File: src/rtl/dwb_pkg.sv
`default_nettype none
// ============================================================================
// Module   : dwb_pkg
// Brief    : Shared types and default sizes for the data-cache write buffer.
// Revision : 1.0
// ============================================================================
package dwb_pkg;

    localparam int C_DEPTH_DEFAULT  = 4;
    localparam int C_ADDR_W_DEFAULT = 6;
    localparam int C_DATA_W_DEFAULT = 32;

    typedef enum logic [1:0] {
        S_IDLE      = 2'd0,
        S_READ      = 2'd1,
        S_DRAIN     = 2'd2,
        S_READ_DONE = 2'd3
    } dwb_state_t;

    typedef struct packed {
        logic [C_ADDR_W_DEFAULT-1:0] addr;
        logic [C_DATA_W_DEFAULT-1:0] data;
    } dwb_entry_t;

endpackage
`default_nettype wire

File: src/rtl/dcache_write_buffer_fifo.sv
`default_nettype none
// ============================================================================
// Module   : wb_fifo
// Brief    : Circular write-entry store with age-ordered address lookup that
//            reports a hit and the youngest matching entry's data.
// Revision : 1.0
// ============================================================================
module wb_fifo
    import dwb_pkg::*;
#(
    parameter int DEPTH  = C_DEPTH_DEFAULT,
    parameter int ADDR_W = C_ADDR_W_DEFAULT,
    parameter int DATA_W = C_DATA_W_DEFAULT
) (
    input  logic              clk,
    input  logic              rst,
    input  logic              push,
    input  logic [ADDR_W-1:0] push_addr,
    input  logic [DATA_W-1:0] push_data,
    input  logic              pop,
    output logic [ADDR_W-1:0] head_addr,
    output logic [DATA_W-1:0] head_data,
    output logic              full,
    output logic              empty,
    input  logic [ADDR_W-1:0] lookup_addr,
    output logic              hit,
    output logic [DATA_W-1:0] hit_data
);

    localparam int PTR_W = $clog2(DEPTH);

    logic [ADDR_W-1:0] r_addr [DEPTH];
    logic [DATA_W-1:0] r_data [DEPTH];
    logic [PTR_W-1:0]  r_head;
    logic [PTR_W-1:0]  r_tail;
    logic [PTR_W:0]    r_count;
    logic [PTR_W-1:0]  w_idx;

    // Storage carries no reset; validity is derived from head/count only.
    always_ff @(posedge clk) begin
        if (push) begin
            r_addr[r_tail] <= push_addr;
            r_data[r_tail] <= push_data;
        end
    end

    always_ff @(posedge clk) begin
        if (rst) begin
            r_head  <= '0;
            r_tail  <= '0;
            r_count <= '0;
        end else begin
            if (push) r_tail <= r_tail + 1'b1;
            if (pop)  r_head <= r_head + 1'b1;
            case ({push, pop})
                2'b10:   r_count <= r_count + 1'b1;
                2'b01:   r_count <= r_count - 1'b1;
                default: r_count <= r_count;
            endcase
        end
    end

    assign head_addr = r_addr[r_head];
    assign head_data = r_data[r_head];
    assign full      = (r_count == (PTR_W+1)'(DEPTH));
    assign empty     = (r_count == '0);

    // Walk oldest to youngest so the last match left standing is the youngest.
    always_comb begin
        hit      = 1'b0;
        hit_data = '0;
        w_idx    = '0;
        for (int k = 0; k < DEPTH; k++) begin
            w_idx = r_head + PTR_W'(k);
            if (((PTR_W+1)'(k) < r_count) && (r_addr[w_idx] == lookup_addr)) begin
                hit      = 1'b1;
                hit_data = r_data[w_idx];
            end
        end
    end

endmodule
`default_nettype wire

File: src/rtl/dcache_write_buffer.sv
`default_nettype none
// ============================================================================
// Module   : dcache_write_buffer
// Brief    : Posted-write buffer between data cache and memory; reads have
//            priority but never overtake an older queued write to the same
//            block. Build option DWB_FORWARD_EN forwards hitting reads.
// Revision : 1.0
// ============================================================================
module dcache_write_buffer
    import dwb_pkg::*;
#(
    parameter int DEPTH  = C_DEPTH_DEFAULT,
    parameter int ADDR_W = C_ADDR_W_DEFAULT,
    parameter int DATA_W = C_DATA_W_DEFAULT
) (
    input  logic              CLK,
    input  logic              RESET,
    input  logic              c_read,
    input  logic              c_write,
    input  logic [ADDR_W-1:0] c_address,
    input  logic [DATA_W-1:0] c_writedata,
    output logic [DATA_W-1:0] c_readdata,
    output logic              c_busywait,
    output logic              m_read,
    output logic              m_write,
    output logic [ADDR_W-1:0] m_address,
    output logic [DATA_W-1:0] m_writedata,
    input  logic [DATA_W-1:0] m_readdata,
    input  logic              m_busywait
);

    dwb_state_t        r_state;
    dwb_state_t        w_next_state;
    logic              r_started;
    logic [DATA_W-1:0] r_rdata;
    logic              w_push;
    logic              w_pop;
    logic              w_full;
    logic              w_empty;
    logic              w_hit;
    logic [DATA_W-1:0] w_hit_data;
    logic [ADDR_W-1:0] w_head_addr;
    logic [DATA_W-1:0] w_head_data;
    logic              w_done;
    logic              w_read_issuable;

    assign w_done          = r_started && !m_busywait &&
                             ((r_state == S_READ) || (r_state == S_DRAIN));
    assign w_read_issuable = c_read && !c_write && !w_hit;
    assign w_push          = c_write && !w_full && !RESET;
    assign w_pop           = (r_state == S_DRAIN) && w_done;

    wb_fifo #(
        .DEPTH  (DEPTH),
        .ADDR_W (ADDR_W),
        .DATA_W (DATA_W)
    ) u_fifo (
        .clk         (CLK),
        .rst         (RESET),
        .push        (w_push),
        .push_addr   (c_address),
        .push_data   (c_writedata),
        .pop         (w_pop),
        .head_addr   (w_head_addr),
        .head_data   (w_head_data),
        .full        (w_full),
        .empty       (w_empty),
        .lookup_addr (c_address),
        .hit         (w_hit),
        .hit_data    (w_hit_data)
    );

    always_ff @(posedge CLK) begin
        if (RESET) begin
            r_state   <= S_IDLE;
            r_started <= 1'b0;
            r_rdata   <= '0;
        end else begin
            r_state <= w_next_state;
            if (w_done)
                r_started <= 1'b0;
            else if (((r_state == S_READ) || (r_state == S_DRAIN)) && m_busywait)
                r_started <= 1'b1;
            if ((r_state == S_READ) && w_done)
                r_rdata <= m_readdata;
        end
    end

    always_comb begin
        w_next_state = r_state;
        m_read       = 1'b0;
        m_write      = 1'b0;
        m_address    = '0;
        m_writedata  = '0;
        case (r_state)
            S_IDLE: begin
                if (w_read_issuable)
                    w_next_state = S_READ;
                else if (!w_empty)
                    w_next_state = S_DRAIN;
            end
            S_READ: begin
                m_read    = 1'b1;
                m_address = c_address;
                if (w_done) w_next_state = S_READ_DONE;
            end
            S_DRAIN: begin
                m_write     = 1'b1;
                m_address   = w_head_addr;
                m_writedata = w_head_data;
                if (w_done) w_next_state = S_IDLE;
            end
            default: w_next_state = S_IDLE;
        endcase
        if (RESET) begin
            m_read      = 1'b0;
            m_write     = 1'b0;
            m_address   = '0;
            m_writedata = '0;
        end
    end

`ifdef DWB_FORWARD_EN
    always_comb begin
        c_busywait = 1'b0;
        c_readdata = r_rdata;
        if (RESET) begin
            c_readdata = '0;
        end else if (c_write) begin
            c_busywait = w_full;
        end else if (c_read) begin
            if (w_hit)
                c_readdata = w_hit_data;
            else
                c_busywait = (r_state != S_READ_DONE);
        end
    end
`else
    logic w_unused_hit_data;
    assign w_unused_hit_data = ^w_hit_data;

    // A hitting read simply stalls until the matching entries have drained.
    always_comb begin
        c_busywait = 1'b0;
        c_readdata = r_rdata;
        if (RESET) begin
            c_readdata = '0;
        end else if (c_write) begin
            c_busywait = w_full;
        end else if (c_read) begin
            c_busywait = (r_state != S_READ_DONE);
        end
    end
`endif

endmodule
`default_nettype wire

File: config.mk
export PLATFORM = sky130hd
export DESIGN_NAME = dcache_write_buffer
export DESIGN_NICKNAME = d
export VERILOG_FILES = /design/src/rtl/dwb_pkg.sv /design/src/rtl/dcache_write_buffer_fifo.sv /design/src/rtl/dcache_write_buffer.sv
export SDC_FILE = /design/constraint.sdc
export NUM_CORES = 1
export LEC_CHECK = 0
export CAP_MARGIN = 5
export CORE_MARGIN = 2
export CORE_UTILIZATION = 58
export CTS_BUF_LIST = sky130_fd_sc_hd__clkbuf_8
export DETAILED_ROUTE_END_ITERATION = 6
export HOLD_SLACK_MARGIN = 0.12
export PLACE_DENSITY = 0.86
export SLEW_MARGIN = 20
export SYNTH_ARGS = -nofsm -noshare
export SYNTH_HDL_FRONTEND = slang
export SYNTH_HIERARCHICAL = 1
export SYNTH_SLANG_ARGS = --single-unit
File: constraint.sdc
create_clock -name CLK -period 3.5 [get_ports CLK]
set_clock_uncertainty 0.05 [all_clocks]
set_input_delay 0.7 -clock CLK [delete_from_list [all_inputs] [get_ports CLK]]
set_output_delay 0.7 -clock CLK [all_outputs]
set_load 0.02 [all_outputs]
==> reports/metrics.cfg, run 1 <==
[global_routing]
grt_pass1_vias = 5547
antenna_found_initial = 0
grt_overflow = 0
grt_max_degree = 82
grt_pass1_wl_um = 28500
grt.total_usage_pct = 23.3

[hold_path]
hold_path_depth = 2
min_from = r_rdata[14]
hold_path_end = r_rdata[14]
hold_class = register to register

[power_and_ir_drop]
swShare_pct = 26.5
netSwitchingPower_mw = 1.27
internal-power_mw = 3.52
p_seq_share_pct = 54.1
p_leak_nw = 3.49
ir_worst_vdd_v = 0.000367
power_density_mw_per_mm2 = 443
pwr-share-comb_pct = 15.0
p_clk_share_pct = 30.9

[cts]
numCtsBuffers = 17
cts_buffer_depth = 2
cts_root_buf = clkbuf_8
cts.sinks = 196
cts_tree = built
clkSlewWorstSetupHoldPaths_ns = 0.11
post_cts_buffers = 0
htreeDepth = 4
clk_latency_ns = 0.48

[timing]
worst_pin_slew_ns = 0.776
fin_crit_ns = 3.35
slew_violations = 0
fmax_mhz = 299
rsz0062_at_grt = no
hold-worst-slack_ns = 0.408
finalCritPeriodShare_pct = 95.6
tns_ns = 0
hold_viol_final = 0
maxSlewHeadroom_pct = 48.3
worst_slack_ns = 0.152
setup_viol = 0

[die]
io_pins = 148
die_y_um = 127
die_area_mm2 = 0.0161
start_util_pct = 59.7
core_area_mm2 = 0.0146
std_cell_rows = 44
die_w_um = 127

[place]
place_hpwl_um = 12000
gp_congestion = 0.879
port_buffers = 147
post-place-ws_ns = 0.261

[outcome]
outcome = complete, no violations

[cells_and_area]
fill_cells = 924
diodes = 0
final_net_count = 819
utilization_pct = 73.8
area_delta_synth_final_pct = 23.6
drive_above_1_share_pct = 15.2

[logic_synthesis]
ys_warn_count = 6
synth_area_mm2 = 0.00875
syn_nets = 683
synthCells = 594
syn_area_per_cell_um2 = 14.7

[critical_path]
required_ns = 2.75
reg2regPathDepth = 10
critical_path_class = register to output pin
r2r-start = u_fifo/r_head[0]
r2r_end = r_state[1]
r2r_slack_ns = 0.72
critPathMaxFanout = 10
startpoint_type = register
critPathArrivalTime_ns = 2.60
end_kind = output pin

[detailed_routing]
viasPerCell = 5.71
ant_nets = 0
routedWlPerCell_um = 19.2
dr.first_iter.drc_count = 331
wl_um = 17800
first_pass_iters = 4
drcViolationCount = 0
vias = 5296

[flow_run]
max_cap_violations = 0

## repair_timing
item	4_1_cts	5_1_grt
hold endpoints to repair	0	0
gates resized for setup	0	1
hold buffers	0	0
endpoints found under the setup margin	0	32
## per-layer routing
layer / routed length, µm / up-vias / track usage, %
li1: - / 2444 / -
met1: 7160 / 2680 / 28.8
met2: 9350 / 155 / 40.6
met3: 1040 / 17 / 5.99
met4: 232 / 0 / 7.69
met5: 0 / - / 0
## area by class of cell
type                    count  area (µm²)  share of cell area (%)
repair buffers            164        1680                    15.6
multi-input cells         343        3010                    27.8
inverters                   8        30.0                   0.278
well taps                 184         230                    2.13
flip-flops and latches    196        5450                    50.4
clock buffers              17         234                    2.16
clock inverters            15         181                    1.68
## sequential cells by signal, summed over array words and instances, names as in the netlist, named ones only
register,cells
r_rdata,32
r_started,1
r_state,2
u_fifo/r_addr,24
u_fifo/r_count,3
u_fifo/r_data,128
u_fifo/r_head,2
u_fifo/r_tail,2
## placed cells by master, fill, tap and decap left out, types with 20 or more instances in the layout
master / n
nor2_1: 20
and2_1: 35
edfxtp_1: 152
xnor2_1: 21
nor2b_1: 35
mux4_2: 49
a21oi_1: 36
nand2_1: 67
clkdlybuf4s50_1: 146
dfxtp_1: 42
## stage by stage
| stage | instance area [µm²] | instances | total power [mW] |
|---|---|---|---|
| floorplan | 8750 | 594 | 3.04 |
| global placement | 10400 | 895 | 3.33 |
| detailed placement | 10400 | 895 | 3.36 |
| CTS | 10800 | 927 | 4.83 |
| global route | 10800 | 927 | 4.98 |
| finish | 10800 | 927 | 4.79 |
## worst max-delay path: stages (launching register included)
cell and delay [ns]:
dfxtp_2 0.56, buf_4 0.31, mux4_2 0.54, and2_1 0.15
clkdlybuf4s50_1 0.55
## worst max-delay path by stage
| stage | slack [ns] | end | from | cells past startpoint |
|---|---|---|---|---|
| after detailed placement | 0.26 | r_state[1] | c_address[3] | 9 |
| after global routing | 0.009 | m_writedata[11] | register | 4 |
| final | 0.15 | m_writedata[22] | register | 4 |
| after global placement | 0.43 | r_state[1] | c_address[3] | 9 |
| after CTS | 0.06 | m_writedata[25] | r_state[0] | 6 |
| after floorplan | 0.45 | u_fifo/r_addr[0][0] | RESET | 4 |
## power by group through the flow
stage | sequential, mW | clock (mW) | combinational, mW
2_1_floorplan | 2.64 | 0 | 0.405
3_3_place_gp | 2.64 | 0 | 0.693
3_5_place_dp | 2.64 | 0 | 0.713
4_1_cts | 2.59 | 1.52 | 0.718
5_1_grt | 2.60 | 1.61 | 0.777
6_report | 2.59 | 1.48 | 0.718
Note: power is estimated with default switching activity, not from simulation.
==> run 2, diff against run 1 <==
--- a/config.mk
+++ b/config.mk
@@ -7,11 +7,11 @@
 export LEC_CHECK = 0
 export CAP_MARGIN = 5
 export CORE_MARGIN = 2
-export CORE_UTILIZATION = 58
+export CORE_UTILIZATION = 46
 export CTS_BUF_LIST = sky130_fd_sc_hd__clkbuf_8
 export DETAILED_ROUTE_END_ITERATION = 6
 export HOLD_SLACK_MARGIN = 0.12
-export PLACE_DENSITY = 0.86
+export PLACE_DENSITY = 0.71
 export SLEW_MARGIN = 20
 export SYNTH_ARGS = -nofsm -noshare
 export SYNTH_HDL_FRONTEND = slang
==> reports/metrics.cfg, run 2 (synthesized netlist as in run 1, its figures left out) <==
[cells_and_area]
layout_common_cells = edfxtp_1 (152), clkdlybuf4s50_1 (146), nand2_1 (67)
utilization_pct = 57.8
largest_register_ffs = 128
mostFrequentLayoutCell = edfxtp_1
final_net_count = 822
final_area_mm2 = 0.0108
regMostFlops = u_fifo/r_data
reg_top3 = u_fifo/r_data (128), r_rdata (32), u_fifo/r_addr (24)
drive_above_1_share_pct = 15.0
area_delta_synth_final_pct = 23.6

[timing]
finalCritPeriodShare_pct = 95.5
worst_pin_slew_ns = 0.634
slew_violations = 0
rsz0062_at_grt = no
setup_viol = 0
tns_ns = 0
hold_viol_final = 0
fmax_mhz = 299
fin_crit_ns = 3.34
maxSlewHeadroom_pct = 57.7
hold-worst-slack_ns = 0.405

[detailed_routing]
first_pass_iters = 5
dr.first_iter.drc_count = 320
routedWlPerCell_um = 19.3
viasPerCell = 5.37
drcViolationCount = 0
vias = 5263
wl_um = 18900
ant_nets = 0

[cts]
postCtsHoldBufs = 0
cts.sinks = 196
cts_tree = built
cts_buffer_depth = 2
htreeDepth = 4
cts_root_buf = clkbuf_8
clk_latency_ns = 0.45
post_cts_buffers = 0
cts-resized-gates = 0
numCtsBuffers = 17
clkSlewWorstSetupHoldPaths_ns = 0.10

[power_and_ir_drop]
p_clk_share_pct = 29.6
p_total_mw = 4.71
pwr-share-comb_pct = 15.4
p_leak_nw = 3.48
power_density_mw_per_mm2 = 436
netSwitchingPower_mw = 1.27
swShare_pct = 27.0
internal-power_mw = 3.44
p_seq_share_pct = 55.1
ir_worst_vdd_v = 0.000323

[critical_path]
critPathMaxFanout = 12
reg2regPathDepth = 10
r2r_slack_ns = 0.65
cpMaxStageDelayCell = dfxtp_2
r2r-start = u_fifo/r_head[0]
r2r_end = r_state[1]
startpoint_type = register
end_kind = output pin
required_ns = 2.75
slowest_delay_ns = 0.55
path_cells = buf_4, mux4_2, and2_1, clkdlybuf4s50_1
critPathArrivalTime_ns = 2.59
critical_path_class = register to output pin

[flow_run]
max_cap_violations = 0

[place]
port_buffers = 147
place_hpwl_um = 12700
placed_area_mm2 = 0.0104
gp_congestion = 0.832

[die]
die_w_um = 142
core_area_mm2 = 0.0187
start_util_pct = 46.8
die_y_um = 142
die_area_mm2 = 0.0201
std_cell_rows = 50
io_pins = 148

[global_routing]
antenna_found_initial = 2
grt_overflow = 0
grt_max_degree = 69
grt.total_usage_pct = 19.4
grt_pass1_vias = 5724
grt_pass1_wl_um = 29800

[outcome]
outcome = complete, no violations

[hold_path]
hold_path_end = r_rdata[3]
hold_path_depth = 2
min_from = r_rdata[3]
hold_class = register to register

[run 2: worst max-delay path: cells and delay by family (launching register included)]
kind,cells,cell delay [ns]
mux,1,0.55
buf+inv,2,0.88
flops,1,0.55
simple gates,1,0.16
[run 2: area by class of cell]
cell class                      instances  area [µm²]
Clock inverter                         14         135
Multi-Input combinational cell        343        3000
Fill cell                            1473        7890
Clock buffer                           17         234
Sequential cell                       196        5450
Antenna cell                            1        2.50
Timing Repair Buffer                  167        1670
Inverter                                8        30.0
Tap cell                              234         293
[run 2: worst max-delay path by stage]
stage,endpoint,slack [ns]
6_report,m_writedata[6],0.16
5_1_grt,m_writedata[19],0.005
4_1_cts,m_writedata[19],0.08
3_5_place_dp,r_state[1],0.24
3_3_place_gp,r_state[1],0.39
2_1_floorplan,u_fifo/r_addr[0][0],0.45
[run 2: through the flow]
stage | std cells | setup WS [ns]
final | 980 | 0.158
after global placement | 948 | 0.394
after global routing | 980 | 0.00500
after detailed placement | 948 | 0.239
after floorplan | 594 | 0.452
after CTS | 979 | 0.0803
[run 2: metal layers]
metal  up-vias  wire, µm  global-route usage [%]
li1       2439         -                       -
met4         2       329                    6.26
met1      2669      7710                    23.0
met3        28       946                    6.07
met5         -        13                       0
met2       125      9940                    33.8
[run 2: power groups by stage]
stage               clock, mW  combinational, mW  sequential, mW
floorplan                   0              0.405            2.64
global placement            0              0.716            2.64
detailed placement          0              0.730            2.65
CTS                      1.43              0.734            2.59
global route             1.51              0.779            2.60
finish                   1.39              0.724            2.59
